[src/rtl/pc_seq_pkg.sv]
// Shared types and constants for the next-PC sequencer.
package pc_seq_pkg;

    typedef enum logic [2:0] {
        ST_BOOT  = 3'd0,
        ST_FREQ  = 3'd1,
        ST_FWAIT = 3'd2,
        ST_EXEC  = 3'd3,
        ST_HALT  = 3'd4
    } state_t;

    localparam logic [63:0] CAUSE_INST_MISALIGN = 64'd0;
    localparam logic [63:0] CAUSE_INST_ACCESS   = 64'd1;
    localparam logic [63:0] PC_STEP             = 64'd4;
    localparam logic [63:0] DEFAULT_RESET_VEC   = 64'h0000_0000_8000_0000;

    // A fetch target is misaligned when either of its two low bits is set.
    function automatic logic is_misaligned(input logic [1:0] lo);
        return |lo;
    endfunction

endpackage

[src/rtl/pc_seq_ctrl_pc_next_sel.sv]
// Next-PC priority mux for the EXEC completion cycle: trap > mret > redirect > pc+4.
// Optional build macro PC_SEQ_MISALIGN_EN turns misaligned redirect targets into
// an instruction-address-misaligned trap.
module pc_next_sel
    import pc_seq_pkg::*;
#(
    parameter int XLEN = 64
) (
    input  logic [XLEN-1:0] pc_value,
    input  logic            exu_trap,
    input  logic [XLEN-1:0] exu_cause,
    input  logic            exu_mret,
    input  logic            exu_redirect,
    input  logic [XLEN-1:0] exu_target,
    input  logic [XLEN-1:0] csr_mtvec,
    input  logic [XLEN-1:0] csr_mepc,
    output logic [XLEN-1:0] next_pc,
    output logic            take_trap,
    output logic [XLEN-1:0] trap_cause,
    output logic            retire
);

    // Priority select; lower-priority qualifiers are ignored once a higher one wins.
    always_comb begin
        next_pc    = pc_value + XLEN'(PC_STEP);
        take_trap  = 1'b0;
        trap_cause = '0;
        retire     = 1'b1;
        if (exu_trap) begin
            next_pc    = csr_mtvec;
            take_trap  = 1'b1;
            trap_cause = exu_cause;
            retire     = 1'b0;
        end else if (exu_mret) begin
            next_pc = csr_mepc;
        end else if (exu_redirect) begin
`ifdef PC_SEQ_MISALIGN_EN
            if (is_misaligned(exu_target[1:0])) begin
                next_pc    = csr_mtvec;
                take_trap  = 1'b1;
                trap_cause = XLEN'(CAUSE_INST_MISALIGN);
                retire     = 1'b0;
            end else begin
                next_pc = exu_target;
            end
`else
            next_pc = exu_target;
`endif
        end
    end

endmodule

[src/rtl/pc_seq_ctrl.sv]
// Next-PC sequencer and fetch controller for the multi-cycle NPC core.
// Optional build macro PC_SEQ_MISALIGN_EN (handled in pc_next_sel).
//
// state    | meaning
// ---------+-----------------------------------------------------------
// ST_BOOT  | one cycle, writes RESET_VEC into the PC register
// ST_FREQ  | fetch request held on the IFU port until accepted
// ST_FWAIT | waiting for the fetch response (or access fault)
// ST_EXEC  | instruction handed to decode, waiting for exu_done
// ST_HALT  | sticky stop, left only through reset
module pc_seq_ctrl
    import pc_seq_pkg::*;
#(
    parameter int              XLEN      = 64,
    parameter logic [XLEN-1:0] RESET_VEC = XLEN'(DEFAULT_RESET_VEC),
    parameter int              ILEN      = 32
) (
    input  logic            clock,
    input  logic            reset,
    input  logic [XLEN-1:0] pc_value,
    output logic            pc_wen,
    output logic [XLEN-1:0] pc_wdata,
    output logic            ifu_req_valid,
    input  logic            ifu_req_ready,
    output logic [XLEN-1:0] ifu_req_addr,
    input  logic            ifu_rsp_valid,
    input  logic [ILEN-1:0] ifu_rsp_data,
    input  logic            ifu_rsp_err,
    output logic            inst_valid,
    output logic [ILEN-1:0] inst,
    input  logic            exu_done,
    input  logic            exu_redirect,
    input  logic [XLEN-1:0] exu_target,
    input  logic            exu_trap,
    input  logic [XLEN-1:0] exu_cause,
    input  logic            exu_mret,
    input  logic [XLEN-1:0] csr_mtvec,
    input  logic [XLEN-1:0] csr_mepc,
    output logic            trap_taken,
    output logic [XLEN-1:0] trap_epc,
    output logic [XLEN-1:0] trap_cause,
    input  logic            halt_req,
    output logic            halted,
    output logic [63:0]     instret
);

    state_t          state;
    state_t          state_next;
    logic            inst_load;
    logic            exec_fire;
    logic [XLEN-1:0] sel_pc;
    logic            sel_trap;
    logic [XLEN-1:0] sel_cause;
    logic            sel_retire;

    pc_next_sel #(.XLEN(XLEN)) u_sel (
        .pc_value     (pc_value),
        .exu_trap     (exu_trap),
        .exu_cause    (exu_cause),
        .exu_mret     (exu_mret),
        .exu_redirect (exu_redirect),
        .exu_target   (exu_target),
        .csr_mtvec    (csr_mtvec),
        .csr_mepc     (csr_mepc),
        .next_pc      (sel_pc),
        .take_trap    (sel_trap),
        .trap_cause   (sel_cause),
        .retire       (sel_retire)
    );

    // Next-state and combinational outputs; everything is forced low while reset is held.
    always_comb begin
        state_next    = state;
        pc_wen        = 1'b0;
        pc_wdata      = '0;
        ifu_req_valid = 1'b0;
        ifu_req_addr  = '0;
        trap_taken    = 1'b0;
        trap_epc      = '0;
        trap_cause    = '0;
        halted        = 1'b0;
        inst_load     = 1'b0;
        exec_fire     = 1'b0;
        if (!reset) begin
            case (state)
                ST_BOOT: begin
                    pc_wen     = 1'b1;
                    pc_wdata   = RESET_VEC;
                    state_next = ST_FREQ;
                end
                ST_FREQ: begin
                    ifu_req_valid = 1'b1;
                    ifu_req_addr  = pc_value;
                    if (ifu_req_ready) state_next = ST_FWAIT;
                end
                ST_FWAIT: begin
                    if (ifu_rsp_valid) begin
                        if (ifu_rsp_err) begin
                            pc_wen     = 1'b1;
                            pc_wdata   = csr_mtvec;
                            trap_taken = 1'b1;
                            trap_epc   = pc_value;
                            trap_cause = XLEN'(CAUSE_INST_ACCESS);
                            state_next = ST_FREQ;
                        end else begin
                            inst_load  = 1'b1;
                            state_next = ST_EXEC;
                        end
                    end
                end
                ST_EXEC: begin
                    // The inst_valid cycle is the decode handoff; completion is taken from the
                    // following cycle on, which gives the four-cycle minimum loop.
                    if (exu_done && !inst_valid) begin
                        exec_fire  = 1'b1;
                        pc_wen     = 1'b1;
                        pc_wdata   = sel_pc;
                        trap_taken = sel_trap;
                        trap_epc   = sel_trap ? pc_value : '0;
                        trap_cause = sel_cause;
                        state_next = halt_req ? ST_HALT : ST_FREQ;
                    end
                end
                ST_HALT: begin
                    halted = 1'b1;
                end
                default: state_next = ST_BOOT;
            endcase
        end
    end

    // State register, instruction latch and retired-instruction counter.
    always_ff @(posedge clock) begin
        if (reset) begin
            state      <= ST_BOOT;
            inst_valid <= 1'b0;
            inst       <= '0;
            instret    <= '0;
        end else begin
            state      <= state_next;
            inst_valid <= inst_load;
            if (inst_load) inst <= ifu_rsp_data;
            if (exec_fire && sel_retire) instret <= instret + 64'd1;
        end
    end

endmodule

[config.mk]
export PLATFORM = sky130hd
export DESIGN_NAME = pc_seq_ctrl
export DESIGN_NICKNAME = d
export VERILOG_FILES = /design/src/rtl/pc_seq_pkg.sv /design/src/rtl/pc_seq_ctrl_pc_next_sel.sv /design/src/rtl/pc_seq_ctrl.sv
export SDC_FILE = /design/constraint.sdc
export NUM_CORES = 1
export LEC_CHECK = 0
export BUFFER_PORTS_ARGS = -buffer_cell sky130_fd_sc_hd__buf_2
export CAP_MARGIN = 25
export CORE_AREA = 10 10 275 277
export CTS_CLUSTER_SIZE = 14
export DETAILED_ROUTE_END_ITERATION = 8
export DIE_AREA = 0 0 285 287
export PLACE_DENSITY = 0.46
export SETUP_SLACK_MARGIN = 0.3
export SLEW_MARGIN = 0
export SYNTH_ARGS = -nofsm -noshare
export SYNTH_HDL_FRONTEND = slang
export SYNTH_HIERARCHICAL = 1
export SYNTH_SLANG_ARGS = --single-unit
[constraint.sdc]
create_clock -name clock -period 6.2 [get_ports clock]
set_input_delay 1.86 -clock clock [delete_from_list [all_inputs] [get_ports clock]]
set_output_delay 1.86 -clock clock [all_outputs]
set_load 0.05 [all_outputs]
==> results.txt <==
----------------------------------------------------
[Setup path]
  Reg-to-reg endpoint ... instret[60]$_SDFFE_PP0P_
  Beginning of the worst register-to-register path ... state[0]$_SDFFE_PP0P_
  Class of the most critical setup path ... input pin to output port
  Worst-case register-to-register setup slack ... 2.94 ns
  CP required ... 4.34 ns
  Startpoint class of the critical path ... input pin
  Maximum fanout encountered on the critical timing path ... 4
  Worst path arrival time ... 4.24 ns
  Worst R2R Path Depth ... 5
  Type of element capturing the critical path ... output port

[Synth]
  Syn_area_per_cell ... 6.684 um^2
  Yosys warning count ... 6
  Count of distinct cell types in the synthesized netlist ... 64
  Syn Std Cell Area ... 10,270 um^2
  Flop and latch count out of synthesis ... 100
  Number of synthesized flops with an enable pin ... 0
  Share of synthesized flip-flops with an asynchronous set or reset ... 0%
  Sequential-to-total area share from yosys stat ... 19.49%
  Net count after synthesis ... 1,901
  Synthesized instance count ... 1,537
  Most frequently used flop master after synthesis ... sky130_fd_sc_hd__dfxtp_1

[Drt]
  # DRC ... 0
  Final Routed Wirelength ... 73,710 um
  Via Count ... 14.55k
  Number of routed nets with antenna violations ... 0
  Average wire per cell in the routed design ... 22.85 um
  Via density ... 4.509
  DRT iter0 DRCs ... 1,069
  Number of detailed-route iterations in the first pass ... 7

[Hold path]
  Number of cells on the worst hold path ... 2
  Source of the worst hold timing path ... inst[13]$_SDFFE_PP0P_
  Hold Path End ... inst[13]$_SDFFE_PP0P_
  Type of the most critical hold path ... flop to flop

[Die]
  Standard-cell rows ... 97
  Top-level I/O count ... 719
  Die area ... 81,800 um^2
  Width of the chip ... 285 um
  Starting density of the core ... 14.72%
  Vertical die dimension ... 287 um
  Core Box Area ... 69,790 um^2

[Placed design]
  Half-perimeter wire length of the detailed placement result ... 60,970 um
  Post-placement worst setup slack ... -0.1944 ns
  Count of buffers from port buffering ... 718
  Placer's final routability congestion estimate ... 0.9199

[Clock tree]
  Worst skew pair latency ... 0.36 ns
  Master cell of the clock root buffer ... sky130_fd_sc_hd__clkbuf_16
  H-tree depth ... 3
  Clock tree from TritonCTS ... done
  Hold bufs inserted after CTS ... 0
  Maximum buffer depth of the clock tree ... 2
  Clock transition at the registers of the reported paths ... 0.07 ns
  TritonCTS buffer count ... 9
  Clock Sinks ... 100

[STA]
  Tcrit/Tclk final ... 98.41%
  Worst hold slack across all endpoints ... 0.4527 ns
  Sum Neg Setup Slack ... 0 ns
  Final critical delay including setup and external delays ... 6.102 ns
  Final hold vios ... 0
  PnR worst setup slack ... 0.09834 ns
  Final-report max-slew violation count ... 0
  Actual transition at the worst max-transition pin ... 0.8264 ns
  Endpoints failing setup ... 0
  Post-route clock skew ... 0.01221 ns
  Worst relative slew slack ... 44.49%
  Fmax ... 163.9 MHz
  RSZ-0062 raised after global routing ... true

[Run status]
  Status ... finished clean

[GRT]
  Wire length of the first global-routing pass ... 104,200 um
  Pin count of the biggest net entering global routing ... 69
  Global-route usage over all layers ... 16.77%
  Via count of the first global-routing pass ... 14.49k
  Antenna violations before repair ... 7
  Gr ovfl total ... 0

[Cells and area]
  Share of post-route cells with drive strength above 1 ... 43.33%
  Register area ... 2002 um^2
  Utilization after layout ... 24.21%
  Area grow syn2layout ... 64.43%
  Most frequent cells in the layout ... sky130_fd_sc_hd__buf_2 (670), sky130_fd_sc_hd__and2_1 (257), sky130_fd_sc_hd__a21oi_1 (170)
  Area used by multi-input combinational logic ... 8270 um^2
  Final #Nets ... 2,639
  Fill cell count ... 7,942
  Leading cell type in the layout, fill and taps excluded ... sky130_fd_sc_hd__buf_2

[Power]
  VDD IR max ... 132.1 uV
  Pwr dens ... 116.8 nW/um^2
  Leakage power ... 7.635 nW

[Run]
  Number of max-cap violations ... 0

----------------------------------------------------
## logic make-up (layout without fill, tap and decap cells)
logic type | after synthesis | count (layout) | share of synthesized area [%]
other | 0 | 6 | 0
AO/OA/AOI/OAI | 394 | 394 | 22.99
flip-flops | 100 | 100 | 19.49
XOR/XNOR | 81 | 81 | 6.905
adder cells (fa/ha/maj) | 2 | 2 | 0.2435
multiplexers | 8 | 8 | 0.7916
buffers and inverters | 140 | 883 | 5.480
AND/OR/NAND/NOR | 812 | 812 | 44.10
## registers in the layout, indices dropped and copies added (netlist names)
| register | cells |
|---|---|
| inst | 32 |
| inst_valid | 1 |
| instret | 64 |
| state | 3 |
## through the flow
step / cells / instance area [um^2] / power, mW
global route: 3222 / 16880 / 2.065
floorplan: 1537 / 10330 / 0.9919
CTS: 3208 / 16450 / 1.979
finish: 3226 / 16890 / 1.973
global placement: 3183 / 15680 / 1.323
detailed placement: 3183 / 15680 / 1.324
## cells in the mapped netlist, drive strengths merged (4+ instances only)
| cell | count | area [um^2] |
|---|---|---|
| nand2b | 4 | 25.02 |
| clkbuf | 98 | 387.9 |
| o31ai | 14 | 105.1 |
| inv | 20 | 75.07 |
| nand2 | 145 | 546.8 |
| nor3 | 29 | 180.2 |
| o22ai | 26 | 162.7 |
| xor2 | 29 | 254.0 |
| xnor2 | 52 | 455.4 |
| mux2i | 7 | 70.07 |
| nand4 | 43 | 336.6 |
| buf | 21 | 96.34 |
| nand3 | 49 | 257.8 |
| or4 | 19 | 146.4 |
| o221ai | 11 | 96.34 |
| o21ai | 57 | 285.3 |
| a21oi | 178 | 890.9 |
| or3 | 30 | 188.9 |
| nor2 | 158 | 593.1 |
| a22oi | 84 | 630.6 |
| a31oi | 5 | 31.28 |
| dfxtp | 100 | 2002 |
| and2 | 258 | 1614 |
| and4 | 13 | 113.9 |
| and3 | 27 | 172.7 |
| nor4 | 23 | 220.2 |
## where the power goes
group          internal [mW]  switching [mW]
registers              0.645         0.00727
clock network          0.358           0.274
logic                  0.253           0.435
## final cells by class
cell class	count	share of cell area (%)
tap	940	6.962
clock inverter	6	0.5555
clock buffer	10	1.355
sequential	100	11.85
timing repair buffer	846	29.76
antenna	6	0.08888
multi-input combinational	1297	48.96
inverter	21	0.4666
## routing by layer
layer  wire length [um]  GRT usage [%]  up-vias
met1              30650          20.65     6873
li1                   -              -     6933
met4               1695          3.829        0
met2              35890          29.26      670
met5                  0              0        -
met3               5464          3.825       70
## worst max-delay path by stage
| stage | slack, ns | from | end |
|---|---|---|---|
| 2_1_floorplan | 0.32 | pc_value[11] | pc_wdata[31] |
| 5_1_grt | 0.03 | pc_value[11] | pc_wdata[31] |
| 3_5_place_dp | -0.19 | pc_value[5] | pc_wdata[45] |
| 3_3_place_gp | -0.21 | pc_value[5] | pc_wdata[45] |
| 4_1_cts | 0.10 | pc_value[17] | pc_wdata[45] |
| 6_report | 0.1 | pc_value[12] | pc_wdata[61] |
## worst max-delay path, cell delays in order
cell                      delay, ns
sky130_fd_sc_hd__buf_8         0.08
sky130_fd_sc_hd__buf_4         0.12
sky130_fd_sc_hd__nand3_2       0.05
sky130_fd_sc_hd__or4_4         0.58
sky130_fd_sc_hd__nor4_4        0.40
sky130_fd_sc_hd__buf_4         0.21
sky130_fd_sc_hd__nand4_1       0.15
sky130_fd_sc_hd__xor2_2        0.23
sky130_fd_sc_hd__a21oi_2       0.14
sky130_fd_sc_hd__a22oi_2       0.09
sky130_fd_sc_hd__nor2_2        0.14
sky130_fd_sc_hd__buf_6         0.17
## repair_timing
| item | CTS | global route |
|---|---|---|
| cloned | 0 | 1 |
| pin swaps | 24 | 54 |
| buffers inserted | 9 | 11 |
| endpoints found under the setup margin | 37 | 47 |
| resized for setup | 87 | 77 |
(Power assumes the default switching activity.)
